$ cat src/rtl/alu_issue_ctrl.sv
// alu_issue_ctrl: byte-stream instruction issue controller for the 8-bit ALU; ALU_ISSUE_DEBUG_EN adds a register debug read port
module alu_issue_ctrl #(
  parameter int DATA_W = 8,
  parameter logic [DATA_W-1:0] REG_INIT = 8'h00
) (
  input  logic              clk,
  input  logic              reset,
  input  logic [DATA_W-1:0] instr_data,
  input  logic              instr_valid,
  output logic              instr_ready,
  output logic [DATA_W-1:0] alu_in1,
  output logic [DATA_W-1:0] alu_in2,
  output logic [2:0]        alu_mode,
  input  logic [DATA_W-1:0] alu_out,
  input  logic              alu_zero,
  input  logic              alu_carry,
  output logic              flag_zero,
  output logic              flag_carry,
  output logic              wb_valid,
  output logic [1:0]        wb_rd,
  output logic [DATA_W-1:0] wb_data,
`ifdef ALU_ISSUE_DEBUG_EN
  output logic              halted,
  input  logic [1:0]        dbg_sel,
  output logic [DATA_W-1:0] dbg_data
`else
  output logic              halted
`endif
);
  localparam logic [2:0] OP_SUB = 3'd1, OP_CMP = 3'd2, OP_LDI = 3'd6, OP_HALT = 3'd7;
  typedef enum logic [2:0] {FETCH, IMM, EXEC, DONE, HALT} state_t;
  state_t state;
  logic [DATA_W-1:0] r [4];
  logic [DATA_W-1:0] imm_q;
  logic [2:0] op_q;
  logic [1:0] rd_q;
  logic [2:0] op_in;
  assign op_in = instr_data[7:5];
  assign instr_ready = state == FETCH || state == IMM;
  assign wb_valid = state == DONE;
  assign halted = state == HALT;
`ifdef ALU_ISSUE_DEBUG_EN
  assign dbg_data = reset ? REG_INIT : r[dbg_sel];
`endif
  always_ff @(posedge clk) begin
    if (reset) begin
      state <= FETCH;
      r <= '{default: REG_INIT};
      imm_q <= '0;
      op_q <= '0;
      rd_q <= '0;
      alu_in1 <= '0;
      alu_in2 <= '0;
      alu_mode <= '0;
      flag_zero <= 1'b0;
      flag_carry <= 1'b0;
      wb_rd <= '0;
      wb_data <= '0;
    end else begin
      case (state)
        FETCH: if (instr_valid) begin
          op_q <= op_in;
          rd_q <= instr_data[4:3];
          if (op_in == OP_HALT) state <= HALT;
          else if (op_in == OP_LDI || instr_data[0]) state <= IMM;
          else begin
            state <= EXEC;
            alu_in1 <= r[instr_data[2:1]];
            alu_in2 <= r[instr_data[4:3]];
            alu_mode <= op_in;
          end
        end
        IMM: if (instr_valid) begin
          imm_q <= instr_data;
          state <= EXEC;
          if (op_q != OP_LDI) begin
            alu_in1 <= instr_data;
            alu_in2 <= r[rd_q];
            alu_mode <= op_q;
          end
        end
        EXEC: begin
          state <= DONE;
          wb_rd <= rd_q;
          if (op_q == OP_LDI) begin
            r[rd_q] <= imm_q;
            wb_data <= imm_q;
          end else if (op_q == OP_CMP) begin
            wb_data <= r[rd_q];
            flag_zero <= alu_zero;
            flag_carry <= alu_carry;
          end else begin
            r[rd_q] <= alu_out;
            wb_data <= alu_out;
            flag_zero <= alu_out == '0;
            // only the arithmetic ops carry; logic ops clear it
            flag_carry <= op_q <= OP_SUB ? alu_carry : 1'b0;
          end
        end
        DONE: state <= FETCH;
        HALT: state <= HALT;
        default: state <= FETCH;
      endcase
    end
  end
endmodule

$ cat config.mk
export PLATFORM = sky130hd
export DESIGN_NAME = alu_issue_ctrl
export DESIGN_NICKNAME = d
export VERILOG_FILES = /design/src/rtl/alu_issue_ctrl.sv
export SDC_FILE = /design/constraint.sdc
export NUM_CORES = 1
export LEC_CHECK = 0
export BUFFER_PORTS_ARGS = -buffer_cell sky130_fd_sc_hd__buf_4
export CAP_MARGIN = 10
export CORE_MARGIN = 8
export CORE_UTILIZATION = 52
export DETAILED_ROUTE_END_ITERATION = 8
export HOLD_SLACK_MARGIN = 0.02
export PLACE_DENSITY = 0.76
export SLEW_MARGIN = 20
export SYNTH_ARGS = -nofsm -noshare
export SYNTH_HDL_FRONTEND = slang
export SYNTH_SLANG_ARGS = --single-unit
$ cat constraint.sdc
create_clock -name clk -period 1.9 [get_ports clk]
set_clock_uncertainty 0.15 [all_clocks]
set_input_delay 0.19 -clock clk [delete_from_list [all_inputs] [get_ports clk]]
set_output_delay 0.19 -clock clk [all_outputs]
set_load 0.05 [all_outputs]
Yosys cells after proc, flatten, opt, wreduce, memory -nomap -nowiden
Index checks and enable logic that the tools add are counted.
{"block": "word_totals", "ff_bits": 79, "in_bits": 21, "output_inout_bits": 34, "word_cells": 94}
{"block": "op_classes", "magnitude_cmp": 5, "eq_ne": 15, "n_mux": 43, "bitwise_logic": 4, "reduce_logical": 12}
{"operator": "$mux W8", "count": 19}
{"operator": "$bwmux W32", "count": 2}
{"operator": "$mux W32", "count": 2}
{"operator": "$bmux W8 S2", "count": 3}
{"operator": "$pmux W8 S2", "count": 2}
{"operator": "$mux W3", "count": 8}
{"operator": "$demux W8 S2", "count": 1}
{"operator": "$eq A3 B3 Y1 const B", "count": 4}
{"operator": "$pmux W3 S4", "count": 1}
{"operator": "$ne A2 B2 Y1 const B", "count": 5}
{"operator": "$reduce_and A2 Y1", "count": 5}
{"operator": "$eq A3 B2 Y1 const B", "count": 3}
{"operator": "$ge A3 B3 Y1 const B", "count": 3}
{"operator": "$not A2 Y3", "count": 3}
{"operator": "$logic_not A8 Y1", "count": 1}
{"operator": "$pmux W3 S2", "count": 1}
{"operator": "$reduce_and A6 Y1", "count": 1}
{"operator": "$eq A3 B1 Y1 const B", "count": 1}
{"operator": "$le A3 B1 Y1 const B", "count": 1}
{"operator": "$logic_not A3 Y1", "count": 1}
{"operator": "$lt A3 B1 Y1 const B", "count": 1}
{"operator": "$mux W1", "count": 3}
{"operator": "$ne A3 B3 Y1 const B", "count": 1}
{"operator": "$logic_or A1 B1 Y1", "count": 2}
{"operator": "other kinds (5)", "count": 5}

Longest topological paths before layout
{"block": "logic_depth", "ltp_word": 8, "mapped_depth": 7, "depth_no_buf": 4}

Worst setup path after synthesis
No wires, ideal clock.
{"block": "synth_path", "kind": "reg-to-reg", "from": "register state[1]", "to": "register alu_in1[0]", "setup_ps": 142, "t_arrival_ps": 2250, "t_required_ps": 1608, "setup_slack_ps": -642, "path_stages_with_launch": 7, "path_buffers": 2, "period_less_slack_ps": 2542, "path_cell_list": "dfxtp_1 > buf_2 > nor2_1 > o2111ai_1 > nor2_1 > clkbuf_1 > a311oi_1"}
{"block": "synth_via", "elab_chain_len": 3, "word_cells_on_any_way": 10, "classes_between": "eq/ne (6); mux (1); reduce/logical (3)"}
{"element": "from (decl)", "line": "32", "text": "state_t state;"}
{"element": "from (signal assigned)", "line": "47", "text": "state <= FETCH;"}
{"element": "from (signal assigned)", "line": "64", "text": "if (op_in == OP_HALT) state <= HALT;"}
{"element": "from (signal assigned)", "line": "65", "text": "else if (op_in == OP_LDI || instr_data[0]) state <= IMM;"}
{"element": "$eq A3 B1 Y1 or $logic_not A3 Y1 (tied branches)", "line": "60", "text": "case (state)"}
{"element": "$ne A2 B1 Y1 (no source line) (tied with other cells)"}
{"element": "$reduce_and A6 Y1 (no source line)"}
{"element": "to (signal assigned)", "line": "68", "text": "alu_in1 <= r[instr_data[2:1]];"}
{"element": "to (signal assigned)", "line": "77", "text": "alu_in1 <= instr_data;"}
{"element": "to (decl)", "line": "11", "text": "output logic [DATA_W-1:0] alu_in1,"}
Parallel ways exist; a longest one is shown, timed or not.
A chain may end at the register's enable or synchronous reset.

Worst setup path after layout
{"block": "layout_path", "from": "register op_q[2]", "to": "register r[19] (netlist name)"}
{"block": "layout_via", "elab_chain_len": 3, "word_cells_on_any_way": 5, "classes_between": "eq/ne (3); mux (1); reduce/logical (1)"}
{"element": "from (decl)", "line": "35", "text": "logic [2:0] op_q;"}
{"element": "from (signal assigned)", "line": "62", "text": "op_q <= op_in;"}
{"element": "$eq A3 B3 Y1 or $eq A3 B2 Y1 (tied branches)", "line": "85, 88"}
{"element": "$ne A2 B2 Y1 (no source line)"}
{"element": "$reduce_and A2 Y1 (no source line)"}
{"element": "to (signal, indexed assignment)", "line": "86", "text": "r[rd_q] <= imm_q;"}
{"element": "to (signal, indexed assignment)", "line": "93", "text": "r[rd_q] <= alu_out;"}
{"element": "to (decl)", "line": "33", "text": "logic [DATA_W-1:0] r [4];"}
Parallel ways exist; a longest one is shown, timed or not.

==> results.py <==
metrics = {
    "sta": {
        "setup_viol_count_final": 0,
        "fmax_mhz": 541.7,
        "fin_setup_tns_ns": 0,
        "final.period_utilization": 0.9715,
        "timing.max_slew.rel_slack": 0.4621,
        "final_hold_viol_count": 0,
        "worstMarginPinSlew_ns": 0.8068,
        "final-max-slew-violation-count": 0,
        "period_needed_ns": 1.846,
        "grt_setup_unrepaired": "yes",
    },
    "place": {
        "hpwl_mm": 7.841,
        "placement.io_buffers": 54,
        "gp_routability_congestion": 0.8374,
        "dpl.cell_count": 566,
        "placed_cell_area_um2": 4631,
    },
    "logic_synthesis": {
        "simple_logic_cell_fraction_of_the_synthesized_area": 0.1549,
        "main_combinational_cell_family_by_area_after_synthesis": "compound AO/OA/AOI/OAI gates",
        "yosys-mux-area-fraction": 0.1790,
        "synthAdderAreaFrac": 0,
        "synthesis.yosys.warnings": 0,
        "synth_area_um2": 3998,
        "syn-instance-count": 424,
        "ys_seq_area_frac": 0.3956,
        "mappedNetlistNets": 445,
        "post_synth_xor_area_fraction": 0,
        "synth_area_in_compound_gates": 0.2172,
        "synth.ff_latch_count": 79,
        "syn-mean-instance-area_um2": 9.428,
        "synthDistinctLibCells": 38,
    },
    "global_routing": {
        "grt_antenna_before_repair": 0,
        "grt_remaining_overflow": 0,
        "largest_net_degree_at_the_start_of_global_routing": 80,
        "grt_util_all_layers": 0.2136,
        "grt_pass1_vias": 3557,
        "grt_pass1_wl_mm": 18.77,
    },
    "drt": {
        "drt_first_pass_iters": 5,
        "detail_route.wl_per_cell_um": 19.10,
        "drc_violations_left": 0,
        "antenna_left": 0,
        "drt_iter0_markers": 195,
        "detailroute.via_count": 3616,
        "route.final.wire_length_mm": 11.34,
        "vias_per_cell": 6.088,
    },
    "clocking": {
        "clk_transition_reported_paths_ns": 0.09,
        "cts.sink_count": 79,
        "clockRootBuffer": "clkbuf_8",
        "htree_num_levels": 3,
        "clock_latency_ns": 0.37,
        "clock_tree_from_tritoncts": "done",
        "cts_made_buffers": 9,
        "cts_max_path_buffers": 2,
    },
    "pwr": {
        "internal_power_w": 0.002943,
        "power_frac_comb": 0.254,
        "seq_power_share": 0.417,
        "switching_share": 0.3360,
        "static-leakage-power_nw": 1.833,
        "p_sw_w": 0.001489,
        "clock_power_share": 0.330,
        "vdd_drop_max_uv": 422.7,
        "powerDensity_nw_per_um2": 883.7,
        "finalPower_w": 0.004432,
    },
    "job": {
        "cap_viol_max_count": 0,
    },
    "floorplanning": {
        "floorplan.die_area_um2": 10750,
        "initial_core_util": 0.5255,
        "row_count": 32,
        "dieWidth_um": 103.7,
        "die_height_um": 103.7,
        "placeableCoreArea_um2": 7607,
        "design.portCount": 55,
    },
    "cells_and_area": {
        "post_route_design_area_um2": 5015,
        "insertedDiodeCount": 0,
        "layout-area-overhead-vs-synth_pct": 25.45,
        "post_layout_nonfiller_instances": 594,
        "fin_nets": 508,
        "final_layout_size_suffix_gt1_frac": 0.2825,
        "final_cell_mix": "78 x dfxtp_1, 78 x buf_4, 60 x nand2_1",
    },
    "setup_path": {
        "nature_of_the_critical_path_startpoint": "register",
        "arrival_ns": 1.97,
        "critical_path.max_fanout": 16,
        "worst_ep_required_time_ns": 2.02,
        "worst-setup-path-type": "reg2reg",
        "worstSetupEndpointType": "register",
    },
    "status": {
        "status": "finished, final reports clean",
    },
    "hold_path": {
        "worst_hold_path_type": "in2reg",
    },
}
-- final timing paths --
path,from,end,slack [ns],cells past startpoint
setup reg to reg,op_q[2],r[19],0.05,5
hold reg to reg,wb_rd[0],wb_rd[0],0.32,2
hold / removal,instr_data[4],imm_q[4],0.02,3
setup / recovery,op_q[2],r[19],0.05,5
-- per-layer routing --
metal | vias up | GRT usage | share of wire
met3 | 27 | 0.04833 | 0.074
li1 | 1717 | - | -
met4 | 0 | 0.1303 | 0.036
met1 | 1733 | 0.2530 | 0.40
met2 | 139 | 0.3456 | 0.49
met5 | - | 0 | 0
-- repair_timing --
action	4_1_cts	5_1_grt
endpoints found under the setup margin	25	55
endpoints found under the hold margin	16	0
pin swaps	0	4
hold buffers	9	0
buffers inserted	0	3
gates resized for setup	3	9
-- final cells by class --
cell class | instances | area (um^2)
fillers | 594 | 2592
multi-input cells | 301 | 2262
flip-flops and latches | 79 | 1585
repair buffers | 93 | 795.8
well taps | 102 | 127.6
clock buffers | 9 | 123.9
clock inverters | 7 | 105.1
inverters | 3 | 15.01
-- synthesized netlist by cell type --
cell type,n,area share
nor3_1,9,0.011
mux4_2,22,0.12
and3b_1,1,0.0022
nor3b_1,4,0.0075
and2_0,1,0.0016
or3b_1,1,0.0022
a211oi_1,32,0.060
o21ai_0,4,0.0050
o21a_1,1,0.0019
nand4_1,2,0.0031
buf_2,8,0.010
nor2_1,51,0.048
and2_1,1,0.0016
o2111a_1,1,0.0028
buf_6,5,0.014
o21bai_1,1,0.0019
o21ai_1,1,0.0013
buf_1,1,0.00094
nand4b_1,1,0.0022
a31oi_1,1,0.0016
a311oi_1,18,0.039
nand3_1,4,0.0050
mux2i_1,22,0.055
nor4_1,3,0.0047
a41oi_1,1,0.0022
nand3b_1,1,0.0019
o2111ai_1,2,0.0044
or3b_2,1,0.0022
a2111oi_0,9,0.020
a2111oi_4,4,0.028
a21o_1,1,0.0019
a21oi_1,38,0.048
inv_1,3,0.0028
nor2b_2,1,0.0022
nand2_1,60,0.056
dfxtp_1,79,0.40
clkbuf_1,27,0.025
nand2b_1,2,0.0031
-- metrics by stage --
stage / util / hold slack [ns] / worst slack (ns)
after floorplan: - / 0.1760 / 0.02992
after global placement: 0.6087 / 0.2958 / -0.01816
after detailed placement: 0.6087 / 0.3009 / -0.09125
after CTS: 0.6520 / 0.02726 / -0.01703
after global routing: 0.6592 / 0.03825 / -0.03567
final: 0.6592 / 0.02405 / 0.05411
-- cells by family after synthesis --
family / after synthesis
buffers and inverters: 44
and+or+nand+nor: 143
AOI/OAI and AO/OA: 114
DFF: 79
muxes: 44
-- registers in the layout, indices dropped and copies added, names as in the netlist --
register	flops
r	32
alu_in1	8
alu_in2	8
imm_q	8
wb_data	8
alu_mode	3
op_q	3
state	3
rd_q	2
wb_rd	2
flag_carry	1
flag_zero	1
-- worst max-delay path, stage by stage (launching register included) --
cell        delay, ns
dfxtp_4          0.40
clkinvlp_4       0.25
a2111oi_4        0.49
buf_12           0.20
nor2_1           0.05
a211oi_1         0.21
-- power groups by stage --
stage / clock [W] / combinational [W] / sequential (W)
floorplan: 0 / 0.000524 / 0.00209
global placement: 0 / 0.00106 / 0.00188
detailed placement: 0 / 0.00108 / 0.00188
CTS: 0.00145 / 0.00110 / 0.00184
global route: 0.00153 / 0.00120 / 0.00186
finish: 0.00146 / 0.00112 / 0.00185
(Power assumes the default switching activity.)
